## config.mk

```make
export PLATFORM = sky130hd
export DESIGN_NAME = u712_cpu_chip_bus
export DESIGN_NICKNAME = d
export VERILOG_FILES = /design/src/rtl/u712_pkg.sv /design/src/rtl/u712_bus_timeout.sv /design/src/rtl/u712_cpu_chip_bus.sv
export SDC_FILE = /design/constraint.sdc
export NUM_CORES = 1
export LEC_CHECK = 0
export ABC_AREA = 1
export ABC_CLOCK_PERIOD_IN_PS = 2070
export CAP_MARGIN = 20
export CORE_UTILIZATION = 42
export DETAILED_ROUTE_END_ITERATION = 7
export PLACE_DENSITY = 0.88
export SLEW_MARGIN = 20
export SYNTH_ARGS = -nofsm -noshare
export SYNTH_HDL_FRONTEND = slang
export SYNTH_SLANG_ARGS = --single-unit
```

## constraint.sdc

```tcl
create_clock -name CLK80 -period 2.07 [get_ports CLK80]
set_input_delay 0.414 -clock CLK80 [delete_from_list [all_inputs] [get_ports CLK80]]
set_output_delay 0.414 -clock CLK80 [all_outputs]
set_load 0.01 [all_outputs]
```

## src/rtl/u712_pkg.sv

```systemverilog
// Shared definitions for the U712 CPU-side bus logic: FSM encoding and 68040
// cycle decode constants.
package u712_pkg;

  typedef enum logic [2:0] {
    ST_IDLE = 3'd0,
    ST_REQ  = 3'd1,
    ST_WAIT = 3'd2,
    ST_ACK  = 3'd3,
    ST_ERR  = 3'd4
  } u712_state_e;

  localparam logic [1:0] TT_NORMAL = 2'b00;
  localparam logic [1:0] SIZ_LINE  = 2'b11;

  // Chip RAM lives where the top CHIP_TOP_BITS_DEF address bits are all zero.
  localparam int CHIP_TOP_BITS_DEF = 11;

endpackage

```

## src/rtl/u712_bus_timeout.sv

```systemverilog
// Per-beat watchdog counter in the falling-edge CLK80 domain; expired_o is high
// once TIMEOUT_CLKS-1 enabled clocks have been counted since the last clear.
module u712_bus_timeout #(
  parameter int TIMEOUT_CLKS = 255
) (
  input  logic clk_i,
  input  logic rst_n_i,
  input  logic clear_i,
  input  logic en_i,
  output logic expired_o
);

  localparam int CW = (TIMEOUT_CLKS > 1) ? $clog2(TIMEOUT_CLKS) : 1;
  localparam logic [CW-1:0] LAST = CW'(TIMEOUT_CLKS - 1);

  logic [CW-1:0] count_q, count_d;

  assign expired_o = (count_q == LAST);

  always_comb begin
    count_d = count_q;
    if (clear_i) begin
      count_d = '0;
    end else if (en_i && !expired_o) begin
      count_d = count_q + 1'b1;
    end
  end

  always_ff @(negedge clk_i or negedge rst_n_i) begin
    if (!rst_n_i) begin
      count_q <= '0;
    end else begin
      count_q <= count_d;
    end
  end

endmodule

```

## src/rtl/u712_cpu_chip_bus.sv

```systemverilog
// 68040 front end for the chip RAM controller: decodes chip RAM cycles, splits
// line transfers into four longword beats and acknowledges or times out each.
module u712_cpu_chip_bus
  import u712_pkg::*;
#(
  parameter int TIMEOUT_CLKS  = 255,
  parameter int CHIP_TOP_BITS = CHIP_TOP_BITS_DEF
) (
  input  logic        CLK80,
  input  logic        RESETn,
  input  logic        TSn,
  input  logic        RnW,
  input  logic [1:0]  TT,
  input  logic [1:0]  SIZ,
  input  logic [31:2] A,
  input  logic        CPU_TACK,
  output logic        RAM_TSn,
  output logic        RAMSPACEn,
  output logic [1:0]  RAM_A,
  output logic        RAM_RnW,
  output logic        TAn,
  output logic        TBIn,
  output logic        TEAn,
  output logic        BUSY,
  output u712_state_e STATE_DBG
);

  // Handshake: a one-clock RAM_TSn low is the request for one longword beat;
  // the controller answers with CPU_TACK high, honoured only while in WAIT.
  u712_state_e state_q, state_d;
  logic [1:0]  ram_a_q, ram_a_d;
  logic [1:0]  beats_q, beats_d;
  logic        ram_rnw_q, ram_rnw_d;
  logic        accept, expired, tmr_en;
  logic        unused_addr;

  assign accept = !TSn && (TT == TT_NORMAL) && (A[31 -: CHIP_TOP_BITS] == '0);
  assign unused_addr = ^A[31-CHIP_TOP_BITS:4];

  // The timer runs from the request strobe so expiry lands TIMEOUT_CLKS after it.
  assign tmr_en = (state_q == ST_REQ) || (state_q == ST_WAIT);

  u712_bus_timeout #(
    .TIMEOUT_CLKS(TIMEOUT_CLKS)
  ) u_timeout (
    .clk_i    (CLK80),
    .rst_n_i  (RESETn),
    .clear_i  (!tmr_en),
    .en_i     (tmr_en),
    .expired_o(expired)
  );

  always_ff @(negedge CLK80 or negedge RESETn) begin
    if (!RESETn) begin
      state_q   <= ST_IDLE;
      ram_a_q   <= 2'd0;
      beats_q   <= 2'd0;
      ram_rnw_q <= 1'b1;
    end else begin
      state_q   <= state_d;
      ram_a_q   <= ram_a_d;
      beats_q   <= beats_d;
      ram_rnw_q <= ram_rnw_d;
    end
  end

  always_comb begin
    state_d   = state_q;
    ram_a_d   = ram_a_q;
    beats_d   = beats_q;
    ram_rnw_d = ram_rnw_q;
    unique case (state_q)
      ST_IDLE: begin
        if (accept) begin
          state_d   = ST_REQ;
          ram_a_d   = A[3:2];
          ram_rnw_d = RnW;
          beats_d   = (SIZ == SIZ_LINE) ? 2'd3 : 2'd0;
        end
      end
      ST_REQ:  state_d = ST_WAIT;
      ST_WAIT: begin
        // An acknowledge on the expiry clock still completes the beat.
        if (CPU_TACK) begin
          state_d = ST_ACK;
        end else if (expired) begin
          state_d = ST_ERR;
        end
      end
      ST_ACK: begin
        if (beats_q != 2'd0) begin
          state_d = ST_REQ;
          ram_a_d = ram_a_q + 2'd1;
          beats_d = beats_q - 2'd1;
        end else begin
          state_d = ST_IDLE;
        end
      end
      ST_ERR:  state_d = ST_IDLE;
      default: state_d = ST_IDLE;
    endcase
  end

  always_comb begin
    RAM_TSn   = 1'b1;
    TAn       = 1'b1;
    TEAn      = 1'b1;
    BUSY      = (state_q != ST_IDLE);
    RAMSPACEn = (state_q == ST_IDLE);
    unique case (state_q)
      ST_REQ:  RAM_TSn = 1'b0;
      ST_ACK:  TAn     = 1'b0;
      ST_ERR:  TEAn    = 1'b0;
      default: ;
    endcase
  end

  assign RAM_A     = ram_a_q;
  assign RAM_RnW   = ram_rnw_q;
  assign TBIn      = 1'b1;
  assign STATE_DBG = state_q;

endmodule

```

==> After elaboration in Yosys (flattened, before gate mapping) <==
Index checks and enable logic that the tools add are counted.
{ "totals": {"ff_bits": 16, "inputBits": 39, "output_inout_bits": 12, "wordCells": 50} }
{ "op_classes": {"n_addsub": 3, "eq_ne": 10, "mux": 17, "n_reduce_logical": 15} }
{ "op_table": {"columns": ["operator", "n"], "rows": [
  ["two-way mux 8 bit", 2],
  ["one-hot mux 3 bit (4 select lines)", 1],
  ["logical NOT 11 bit", 1],
  ["two-way mux 2 bit", 5],
  ["two-way mux 3 bit", 3],
  ["adder 8 x 1 -> 8 bit (second input constant)", 1],
  ["equality test 8 bit (second input constant)", 1],
  ["one-hot mux 2 bit (2 select lines)", 2],
  ["equality test 3 x 2 -> 1 bit (second input constant)", 2],
  ["two-way mux 1 bit", 4],
  ["!= test 2 bit (second input constant)", 2],
  ["AND reduction 2 bit", 2],
  ["nonzero test 2 bit", 2],
  ["equality test 3 x 1 -> 1 bit (second input constant)", 1],
  ["equality test 3 bit (second input constant)", 1],
  ["logical AND 1 bit", 3],
  ["logical NOT 3 bit", 1],
  ["!= test 3 x 2 -> 1 bit (second input constant)", 1],
  ["AND reduction 3 bit", 1],
  ["nonzero test 3 bit", 1],
  ["adder 2 x 1 -> 2 bit (second input constant)", 1],
  ["equality test 2 bit (second input constant)", 1],
  ["logical NOT 1 bit", 2],
  ["logical NOT 2 bit", 1],
  ["3 further kinds", 3]
]} }

==> Logic depth before layout (Yosys ltp) <==
Gate-level depths: netlist of run 1.
{ "logic_depth": {"word_depth": 5, "ltp_mapped": 8, "ltp_nobuf": 8} }

==> Cells and area by module <==
Synthesis of run 1 repeated with hierarchy kept, for this count alone.
{ "unflattened": {"cells_unflattened": 145, "hier_area_um2": 1042.2} }
{ "modules_own_cells": {"columns": ["module", "n_inst", "cells_each", "area_per_inst_um2", "seq_area_each_um2"], "rows": [
  ["u712_cpu_chip_bus", 1, 74, 531.8, 201.4],
  ["u712_bus_timeout", 1, 71, 510.5, 200.2]
]} }

==> flow_summary_export.csv, run 1 <==
group,metric,value,unit
status,outcome,"finished, violations left",
status,violated_checks,"negative setup slack",
cts,cts-root-to-sink-buffers,2,
setup_path,path_class,"flop to output port",
floorplan,row_count,17,
pwr,ir_worst_vdd,0.7808,mV
layout,final_core_occ,74.57,%
layout,design.final.nets,241,
cts,clock_sinks,16,
global_route,groute.usage.overall,24.31,%
setup_path,cpMaxStageDelayCell,"dfrtn_1",
logic_synthesis,netlist_instances,133,
worst_hold_path,hold_path_startpoint,"beats_q[1]",
drt,routedWlPerCell,13.35,µm
pwr,power_frac_clock,11.2,%
drt,route.vias.total,1110,
timing,finalSetupViolCount,11,
worst_hold_path,min_delay_path_depth,2,
flow_run,max-cap-violations,0,
worst_hold_path,worst_hold_path.endpoint,"beats_q[1]",
cts,cts_inserted_buffers,3,
floorplan,die-height,51.06,µm
cts,clock_tree.htree_level_count,1,
setup_path,worst_r2r_startpoint,"STATE_DBG[1]",
drt,drtAntennaViolNets,0,
floorplan,die_area,2607,µm²
pwr,internal_power,1162,µW
layout,drive_above_1_share,46.46,%
pwr,static-leakage-power,0.0008701,µW
cts,clk_pin_slew_worst_paths,70,ps
setup_path,endpoint_arrival_time_on_the_critical_path,2210,ps
global_route,antenna_found_initial,0,
drt,drc_errors,0,
pwr,combPwrFrac,64.7,%
worst_hold_path,worst_hold_path_type,"flop to flop",
setup_path,endpoint_kind,"output port",
cts,cts_root_buffer,"clkbuf_4",
drt,finalWirelength,3.018,mm
floorplan,starting_density,45.27,%
setup_path,cp_slowest_stage_delay,390,ps
logic_synthesis,avg_inst_size_synth,7.601,µm²
timing,timing.final.hold_violations,0,
cts,tritoncts_clock_tree,"done",
setup_path,worst-r2r-setup-slack,370,ps
setup_path,worstPathCellList,"buf_4 -> nor2_4 -> nand2_2 -> inv_2 -> buf_6",
setup_path,worst_ep_required_time,1660,ps
timing,totalNegativeSetupSlack,-4411,ps
floorplan,core_area,2233,µm²
place,gp_routability_congestion,0.8674,
global_route,grt_pass1_vias,1129,
drt,detail_route.vias_per_cell,4.912,
cts,post_cts_hold_buffers,0,
floorplan,die_w,51.06,µm
global_route,grt_overflow_total,0,
global_route,grt_pass1_wl,4.767,mm
logic_synthesis,synth_seq_cells,16,
logic_synthesis,synth-seq-area-share,39.73,%
logic_synthesis,ys_warn_count,0,
floorplan,io_pins,51,
setup_path,worstSetupStartpoint,"STATE_DBG[1]",
layout,area.growth.synth_to_final,64.73,%
layout,fillers,137,
global_route,grt_max_degree,11,
setup_path,worst_r2r_endpoint,"RAM_A[0]",
pwr,power_per_cell_area,1174,nW/µm²
layout,diodes,0,
logic_synthesis,mappedNetlistArea,1011,µm²
timing,rsz0062_at_grt,"true",
drt,dr.pass1.iters,4,
cts,worstSkewPairLatency,340,ps
timing,fin_ws,-553.4,ps
pwr,netSwitchingFraction,40.57,%
timing,fin_skew,48.23,ps
logic_synthesis,netlist-cell-type-count,27,
setup_path,r2r.worst_path.cells,10,
pwr,power.switching,793.2,µW
drt,detailed_route_iter0_violations,20,
place,place.port_buffers,32,
logic_synthesis,syn_nets,175,
place,place.detailed.hpwl,2.036,mm
setup_path,worst_setup_path_start_kind,"flop",
timing,report.final.slew_viol_count,0,
pwr,power.share.sequential,24.1,%
setup_path,critical_path.max_fanout,3,
[placed cells by master (no fill, tap or decap), types with 2 or more instances in the layout]
cell type / Yosys / layout
nor3_1: 2 / 2
nand3_4: 0 / 3
nor2_1: 15 / 11
buf_6: 1 / 15
nor2_4: 0 / 3
clkbuf_2: 0 / 8
nand2_1: 27 / 24
inv_2: 3 / 2
buf_2: 0 / 8
clkdlybuf4s50_1: 0 / 6
nand3_1: 18 / 12
o21ai_0: 6 / 6
nor2_2: 3 / 4
nand2_2: 3 / 6
ha_1: 3 / 3
o21ai_2: 2 / 2
xnor2_1: 3 / 3
inv_1: 17 / 16
nand2_4: 2 / 2
buf_4: 1 / 25
dfrtn_1: 15 / 15
nand3_2: 2 / 5
clkbuf_4: 0 / 3
[power groups by stage]
stage	Combinational, µW	Sequential [µW]	Clock (µW)
6_report	1270	471	218
5_1_grt	1360	480	235
4_1_cts	1110	459	222
3_5_place_dp	908	482	6.04
3_3_place_gp	870	472	6.04
2_1_floorplan	466	495	6.04
[kinds of logic (layout without fill, tap and decap cells)]
| group | after synthesis | count (layout) | share of synthesized area (%) |
|---|---|---|---|
| AO/OA/AOI/OAI | 10 | 10 | 5.817 |
| AND/OR/NAND/NOR | 77 | 77 | 37.63 |
| buffers and inverters | 22 | 87 | 9.282 |
| adder cells (fa/ha/maj) | 3 | 3 | 3.713 |
| flip-flops | 16 | 16 | 39.73 |
| other | 1 | 1 | 0.3709 |
| XOR/XNOR | 4 | 4 | 3.466 |
[registers in the layout, summed over array words and instances, names as in the netlist]
| signal | flops |
|---|---|
| RAM_A | 2 |
| u_timeout.count_q | 8 |
| STATE_DBG | 3 |
| beats_q | 2 |
| RAM_RnW | 1 |
[per-stage QoR]
| stage | cells | cell area [µm²] | total power (µW) | hold WS (ps) | setup slack (ps) |
|---|---|---|---|---|---|
| after floorplan | 133 | 1021 | 967.1 | 436.3 | -169.7 |
| after global placement | 205 | 1463 | 1348 | 456.6 | -556.8 |
| after detailed placement | 205 | 1463 | 1396 | 472.6 | -597.3 |
| after CTS | 221 | 1594 | 1787 | 473.5 | -504.0 |
| after global routing | 226 | 1665 | 2078 | 520.9 | -574.9 |
| final | 226 | 1665 | 1955 | 479.7 | -553.4 |
[layout make-up]
class	instances	area, µm²	share of cell area, %
inverters	19	78.83	4.733
well taps	28	35.03	2.104
clock inverters	1	3.754	0.2254
clock buffers	4	36.28	2.179
repair buffers	63	509.2	30.58
multi-input cells	95	600.6	36.06
flip-flops and latches	16	401.6	24.12
[cells in the mapped netlist, drive strengths merged]
| cell type | instances | share of area [%] |
|---|---|---|
| a31oi | 1 | 0.62 |
| buf | 2 | 1.9 |
| conb | 1 | 0.37 |
| dfrtn | 15 | 37 |
| dfstp | 1 | 2.6 |
| ha | 3 | 3.7 |
| inv | 20 | 7.4 |
| nand2 | 32 | 14 |
| nand3 | 20 | 11 |
| nand3b | 1 | 0.74 |
| nand4 | 1 | 0.62 |
| nor2 | 18 | 7.4 |
| nor3 | 3 | 2.6 |
| o21ai | 9 | 5.2 |
| or2 | 2 | 1.2 |
| xnor2 | 3 | 2.6 |
| xor2 | 1 | 0.87 |
[how the worst max path moves through the flow]
| stage | endpoint | slack (ps) | cells past startpoint |
|---|---|---|---|
| 2_1_floorplan | TAn | -170 | 2 |
| 3_3_place_gp | beats_q[1] | -560 | 6 |
| 3_5_place_dp | RAM_A[1] | -600 | 7 |
| 4_1_cts | TAn | -500 | 4 |
| 5_1_grt | RAMSPACEn | -570 | 5 |
| 6_report | RAMSPACEn | -550 | 5 |
[layer usage]
| layer | vias up | global-route usage [%] | routed length (µm) |
|---|---|---|---|
| met2 | 34 | 45.61 | 1591 |
| met1 | 523 | 26.59 | 1213 |
| li1 | 547 | - | - |
| met3 | 6 | 3.571 | 176 |
| met4 | 0 | 10.65 | 36 |
| met5 | - | 0 | 0 |
[worst max-delay path, delay by kind of cell (launching register included)]
kind	cells	cell delay, ps
and+or+nand+nor	2	160
DFF	1	390
buffers and inverters	3	340
[what timing repair did]
| action | in CTS | in global routing |
|---|---|---|
| buffers inserted | 12 | 6 |
| gates cloned | 0 | 0 |
| pin swaps | 18 | 14 |
| endpoints found under the setup margin | 18 | 18 |
| gates resized for setup | 96 | 26 |
Note: power is estimated with default switching activity, not from simulation.
==> inputs of run 2 (changes only) <==
--- a/config.mk
+++ b/config.mk
@@ -8,6 +8,7 @@
 export ABC_AREA = 1
 export ABC_CLOCK_PERIOD_IN_PS = 2070
 export CAP_MARGIN = 20
+export CORE_MARGIN = 2
 export CORE_UTILIZATION = 42
 export DETAILED_ROUTE_END_ITERATION = 7
 export PLACE_DENSITY = 0.88
==> flow_summary_export.csv, run 2 (synthesized netlist as in run 1, its figures left out) <==
group,metric,value,unit
global_route,grt_max_degree,12,
setup_path,worst_path_dominant_cell_family,"flip-flops",
drt,detail_route.vias_per_cell,4.808,
layout,drive_above_1_share,41.94,%
place,place.port_buffers,32,
timing,timing.final.hold_violations,0,
cts,cts-root-to-sink-buffers,2,
layout,layout_commonest_cell,"nand2_1",
layout,instances_no_fill,214,
floorplan,die_w,53.06,µm
drt,dr.pass1.iters,4,
drt,detailed_route_iter0_violations,12,
setup_path,worstPathCellList,"buf_6 -> buf_6 -> nand3_4 -> buf_6",
status,violated_checks,"negative setup slack",
cts,tritoncts_clock_tree,"done",
drt,routedWlPerCell,12.44,µm
cts,cts_inserted_buffers,3,
cts,post_cts_hold_buffers,0,
drt,route.vias.total,1029,
place,numPlacedInstances,204,
drt,drc_errors,0,
timing,report.final.slew_viol_count,0,
global_route,antenna_found_initial,0,
floorplan,io_pins,51,
timing,finalSetupViolCount,11,
global_route,grt_overflow_total,0,
cts,clk_pin_slew_worst_paths,70,ps
floorplan,die-height,53.06,µm
setup_path,cp_slowest_stage_delay,440,ps
setup_path,endpoint_arrival_time_on_the_critical_path,2170,ps
pwr,power_per_cell_area,1085,nW/µm²
timing,fin_ws,-510.2,ps
timing,rsz0062_at_grt,"true",
place,gp_routability_congestion,0.8510,
worst_hold_path,worst_hold_path_type,"flop to flop",
pwr,static-leakage-power,0.0008072,µW
cts,worstSkewPairLatency,340,ps
setup_path,endpoint_kind,"output port",
status,outcome,"finished, violations left",
layout,design.final.nets,229,
cts,clock_sinks,16,
layout,area.growth.synth_to_final,51.61,%
setup_path,worst_setup_path_start_kind,"flop",
place,place.detailed.hpwl,2.045,mm
global_route,grt_pass1_vias,1053,
setup_path,critical_path.max_fanout,2,
layout,largest_reg_flops,8,
layout,final_cell_mix,"nand2_1, inv_1, buf_4, dfrtn_1",
setup_path,crit_buf_inv,3,
global_route,grt_pass1_wl,4.353,mm
floorplan,starting_density,44.84,%
cts,cts_root_buffer,"clkbuf_4",
layout,max_flop_register,"u_timeout.count_q",
layout,final_core_occ,67.98,%
setup_path,cpMaxStageDelayCell,"dfrtn_1",
floorplan,core_area,2255,µm²
setup_path,worst_ep_required_time,1660,ps
drt,finalWirelength,2.662,mm
setup_path,timing.critical_path.mode_cell,"buf_6",
timing,fin_skew,56.02,ps
global_route,groute.usage.overall,21.65,%
pwr,ir_worst_vdd,0.8545,mV
drt,drtAntennaViolNets,0,
floorplan,row_count,17,
flow_run,max-cap-violations,0,
floorplan,die_area,2815,µm²
cts,clock_tree.htree_level_count,1,
layout,diodes,0,
setup_path,path_class,"flop to output port",
## run 2: worst min-delay path, stage by stage, from the launching register on
cell	delay, ps
dfrtn_1	360
nand3_1	90
nand3_1	70
nand2_1	50
## run 2: layer usage
| layer | track usage (%) | vias to the layer above | share of wire, % |
|---|---|---|---|
| li1 | - | 525 | - |
| met1 | 23.49 | 464 | 39 |
| met2 | 38.96 | 36 | 51 |
| met3 | 3.672 | 4 | 8.2 |
| met4 | 12.82 | 0 | 1.8 |
| met5 | 0 | - | 0 |
## run 2: metrics by stage
stage | hold WS, ps | worst slack (ps) | power, µW | setup TNS, ps | instance area (µm²)
after floorplan | 436.3 | -169.7 | 967.1 | -1044 | 1021
after global routing | 513.4 | -541.6 | 1788 | -4677 | 1533
after global placement | 455.4 | -563.4 | 1361 | -8779 | 1468
final | 479.2 | -510.2 | 1664 | -4300 | 1533
after detailed placement | 473.4 | -612.1 | 1412 | -9228 | 1468
after CTS | 480.7 | -522.1 | 1654 | -4401 | 1540
## run 2: worst paths after layout
| check | from | end | slack (ps) | cells after the start |
|---|---|---|---|---|
| hold / removal | u_timeout.count_q[7] | u_timeout.count_q[7] | 480 | 3 |
| max in group asynchronous | RESETn | beats_q[1] | 500 | 2 |
| setup reg to reg | STATE_DBG[1] | RAM_A[0] | 560 | 9 |
| min in group asynchronous | RESETn | u_timeout.count_q[6] | 1430 | 2 |
| hold reg to reg | u_timeout.count_q[7] | u_timeout.count_q[7] | 480 | 3 |
| setup / recovery | STATE_DBG[1] | TAn | -510 | 4 |
## run 2: report_power, final
group	total (µW)	internal, µW	switching [µW]
logic	1010	494	519
clock network	183	77.5	105
registers	468	402	65.3
## run 2: repair_timing
action                                  CTS  global route
buffers inserted                          4             2
endpoints found under the setup margin   18            18
gates resized for setup                  93            17
pin swaps                                20            15
## run 2: layout make-up
| class | instances | area [µm²] |
|---|---|---|
| Fill cell | 190 | 721.9 |
| Sequential cell | 16 | 401.6 |
| Clock inverter | 1 | 3.754 |
| Timing Repair Buffer | 51 | 406.6 |
| Multi-Input combinational cell | 95 | 588.1 |
| Inverter | 19 | 71.32 |
| Clock buffer | 4 | 26.28 |
| Tap cell | 28 | 35.03 |
==> inputs of run 3 (changes only) <==
--- a/config.mk
+++ b/config.mk
@@ -11,6 +11,7 @@
 export CORE_MARGIN = 2
 export CORE_UTILIZATION = 42
 export DETAILED_ROUTE_END_ITERATION = 7
+export GPL_ROUTABILITY_DRIVEN = 0
 export PLACE_DENSITY = 0.88
 export SLEW_MARGIN = 20
 export SYNTH_ARGS = -nofsm -noshare
==> flow_summary_export.csv, run 3 (synthesized netlist as in run 1, its figures left out) <==
group,metric,value,unit
status,outcome,"finished, violations left",
status,violated_checks,"negative setup slack",
layout,layout_commonest_cell,"nand2_1",
drt,dr.pass1.iters,4,
drt,routedWlPerCell,14.42,µm
floorplan,io_pins,51,
setup_path,endpoint_kind,"output port",
floorplan,die-height,53.06,µm
global_route,grt_pass1_vias,1105,
drt,drc_errors,0,
drt,detailed_route_iter0_violations,13,
timing,totalNegativeSetupSlack,-4554,ps
layout,largest_reg_flops,8,
place,place.detailed.hpwl,2.053,mm
timing,finalSetupViolCount,11,
cts,worstSkewPairLatency,340,ps
cts,cts_inserted_buffers,3,
cts,clock_sinks,16,
pwr,static-leakage-power,0.0008214,µW
global_route,antenna_found_initial,0,
drt,drtAntennaViolNets,0,
pwr,total_power,1842,µW
global_route,grt_peak_use_layer,"met2",
layout,drive_above_1_share,43.68,%
drt,route.vias.total,1131,
drt,detail_route.vias_per_cell,5.188,
cts,cts_root_buffer,"clkbuf_4",
setup_path,critical_path.max_fanout,4,
setup_path,worst_setup_path_start_kind,"flop",
floorplan,row_count,17,
setup_path,cp_slowest_stage_delay,550,ps
pwr,ir_worst_vdd,0.8140,mV
setup_path,worstPathCellList,"buf_6 -> nand3_4 -> buf_6",
global_route,grt_overflow_total,0,
layout,area.growth.synth_to_final,58.54,%
floorplan,die_area,2815,µm²
layout,diodes,0,
global_route,grt_max_degree,12,
timing,fin_ws,-568.9,ps
flow_run,max-cap-violations,0,
timing,fin_skew,53.76,ps
drt,finalWirelength,3.144,mm
layout,final_cell_mix,"nand2_1, buf_4, inv_1, buf_6, dfrtn_1",
global_route,global_route.usage.met1,20.74,%
pwr,power_per_cell_area,1149,nW/µm²
global_route,groute.usage.overall,22.34,%
floorplan,starting_density,44.84,%
setup_path,timing.critical_path.mode_cell,"buf_6",
cts,clk_pin_slew_worst_paths,70,ps
cts,cts-root-to-sink-buffers,2,
cts,clock_tree.htree_level_count,1,
timing,timing.final.hold_violations,0,
place,place.port_buffers,32,
setup_path,worst_ep_required_time,1660,ps
global_route,grtUsageMet3,3.955,%
setup_path,path_class,"flop to output port",
floorplan,die_w,53.06,µm
setup_path,cpMaxStageDelayCell,"dfrtn_1",
global_route,grt_pass1_wl,4.471,mm
layout,max_flop_register,"u_timeout.count_q",
global_route,globalRouteMet2Util,42.29,%
cts,tritoncts_clock_tree,"done",
worst_hold_path,worst_hold_path_type,"flop to flop",
floorplan,core_area,2255,µm²
setup_path,endpoint_arrival_time_on_the_critical_path,2220,ps
timing,rsz0062_at_grt,"true",
timing,report.final.slew_viol_count,0,
layout,design.final.nets,233,
==> run 3: cell count changes in the layout (fill, tap and decap cells not counted), sizes merged <==
cell,delta
buf,+8
clkbuf,-3
dlymetal6s2s,-2
clkdlybuf4s15,-1
clkdlybuf4s50,+1
dlygate4sd2,+1
==> run 3: metrics by stage <==
step	setup slack, ps	util [%]	area (µm²)	instances	hold slack, ps
detailed placement	-606.6	64.54	1455	204	471.3
global route	-600.8	71.09	1603	218	482.7
finish	-568.9	71.09	1603	218	465.6
CTS	-535.9	69.92	1577	214	461.5
global placement	-564.7	64.54	1455	204	452.0
floorplan	-169.7	-	1021	133	436.3
==> run 3: critical path: cells and delay by family, from the launching register on <==
family / cells / cell delay, ps
buffers and inverters: 2 / 280
flip-flops: 1 / 550
AND/OR/NAND/NOR: 1 / 80
==> run 3: worst paths after layout <==
kind                            cells past startpoint    startpoint              endpoint  slack [ps]
worst max-delay path                                3  STATE_DBG[0]               RAM_TSn        -570
worst min-delay path                                2    beats_q[1]            beats_q[1]         470
worst max register to register                      9  STATE_DBG[0]            beats_q[1]         320
worst min register to register                      2    beats_q[1]            beats_q[1]         470
max in group asynchronous                           2        RESETn  u_timeout.count_q[7]         490
min in group asynchronous                           2        RESETn            beats_q[1]        1360
==> run 3: area by class of cell <==
| class | count | area [µm²] |
|---|---|---|
| inverter | 19 | 73.82 |
| sequential | 16 | 401.6 |
| tap | 28 | 35.03 |
| timing repair buffer | 55 | 454.2 |
| multi-input combinational | 95 | 608.1 |
| clock inverter | 1 | 3.754 |
| fill | 154 | 651.9 |
| clock buffer | 4 | 26.28 |
==> run 3: per-layer routing <==
metal | vias to the layer above | routed length [µm] | part of all wire, %
met4 | 0 | 146 | 4.6
met3 | 18 | 253 | 8.0
met1 | 527 | 1097 | 35
li1 | 534 | - | -
met2 | 52 | 1646 | 52
met5 | - | 0 | 0
==> run 3: power by group <==
group | internal (µW) | switching [µW]
Sequential | 402 | 78.0
Clock | 77.4 | 107
Combinational | 578 | 599
Total | 1060 | 784
==> run 3: repair_timing <==
item | CTS | global route
endpoints found under the setup margin | 18 | 18
pin swaps | 20 | 14
hold buffers | 0 | 0
resized for setup | 103 | 21
buffers inserted | 9 | 4
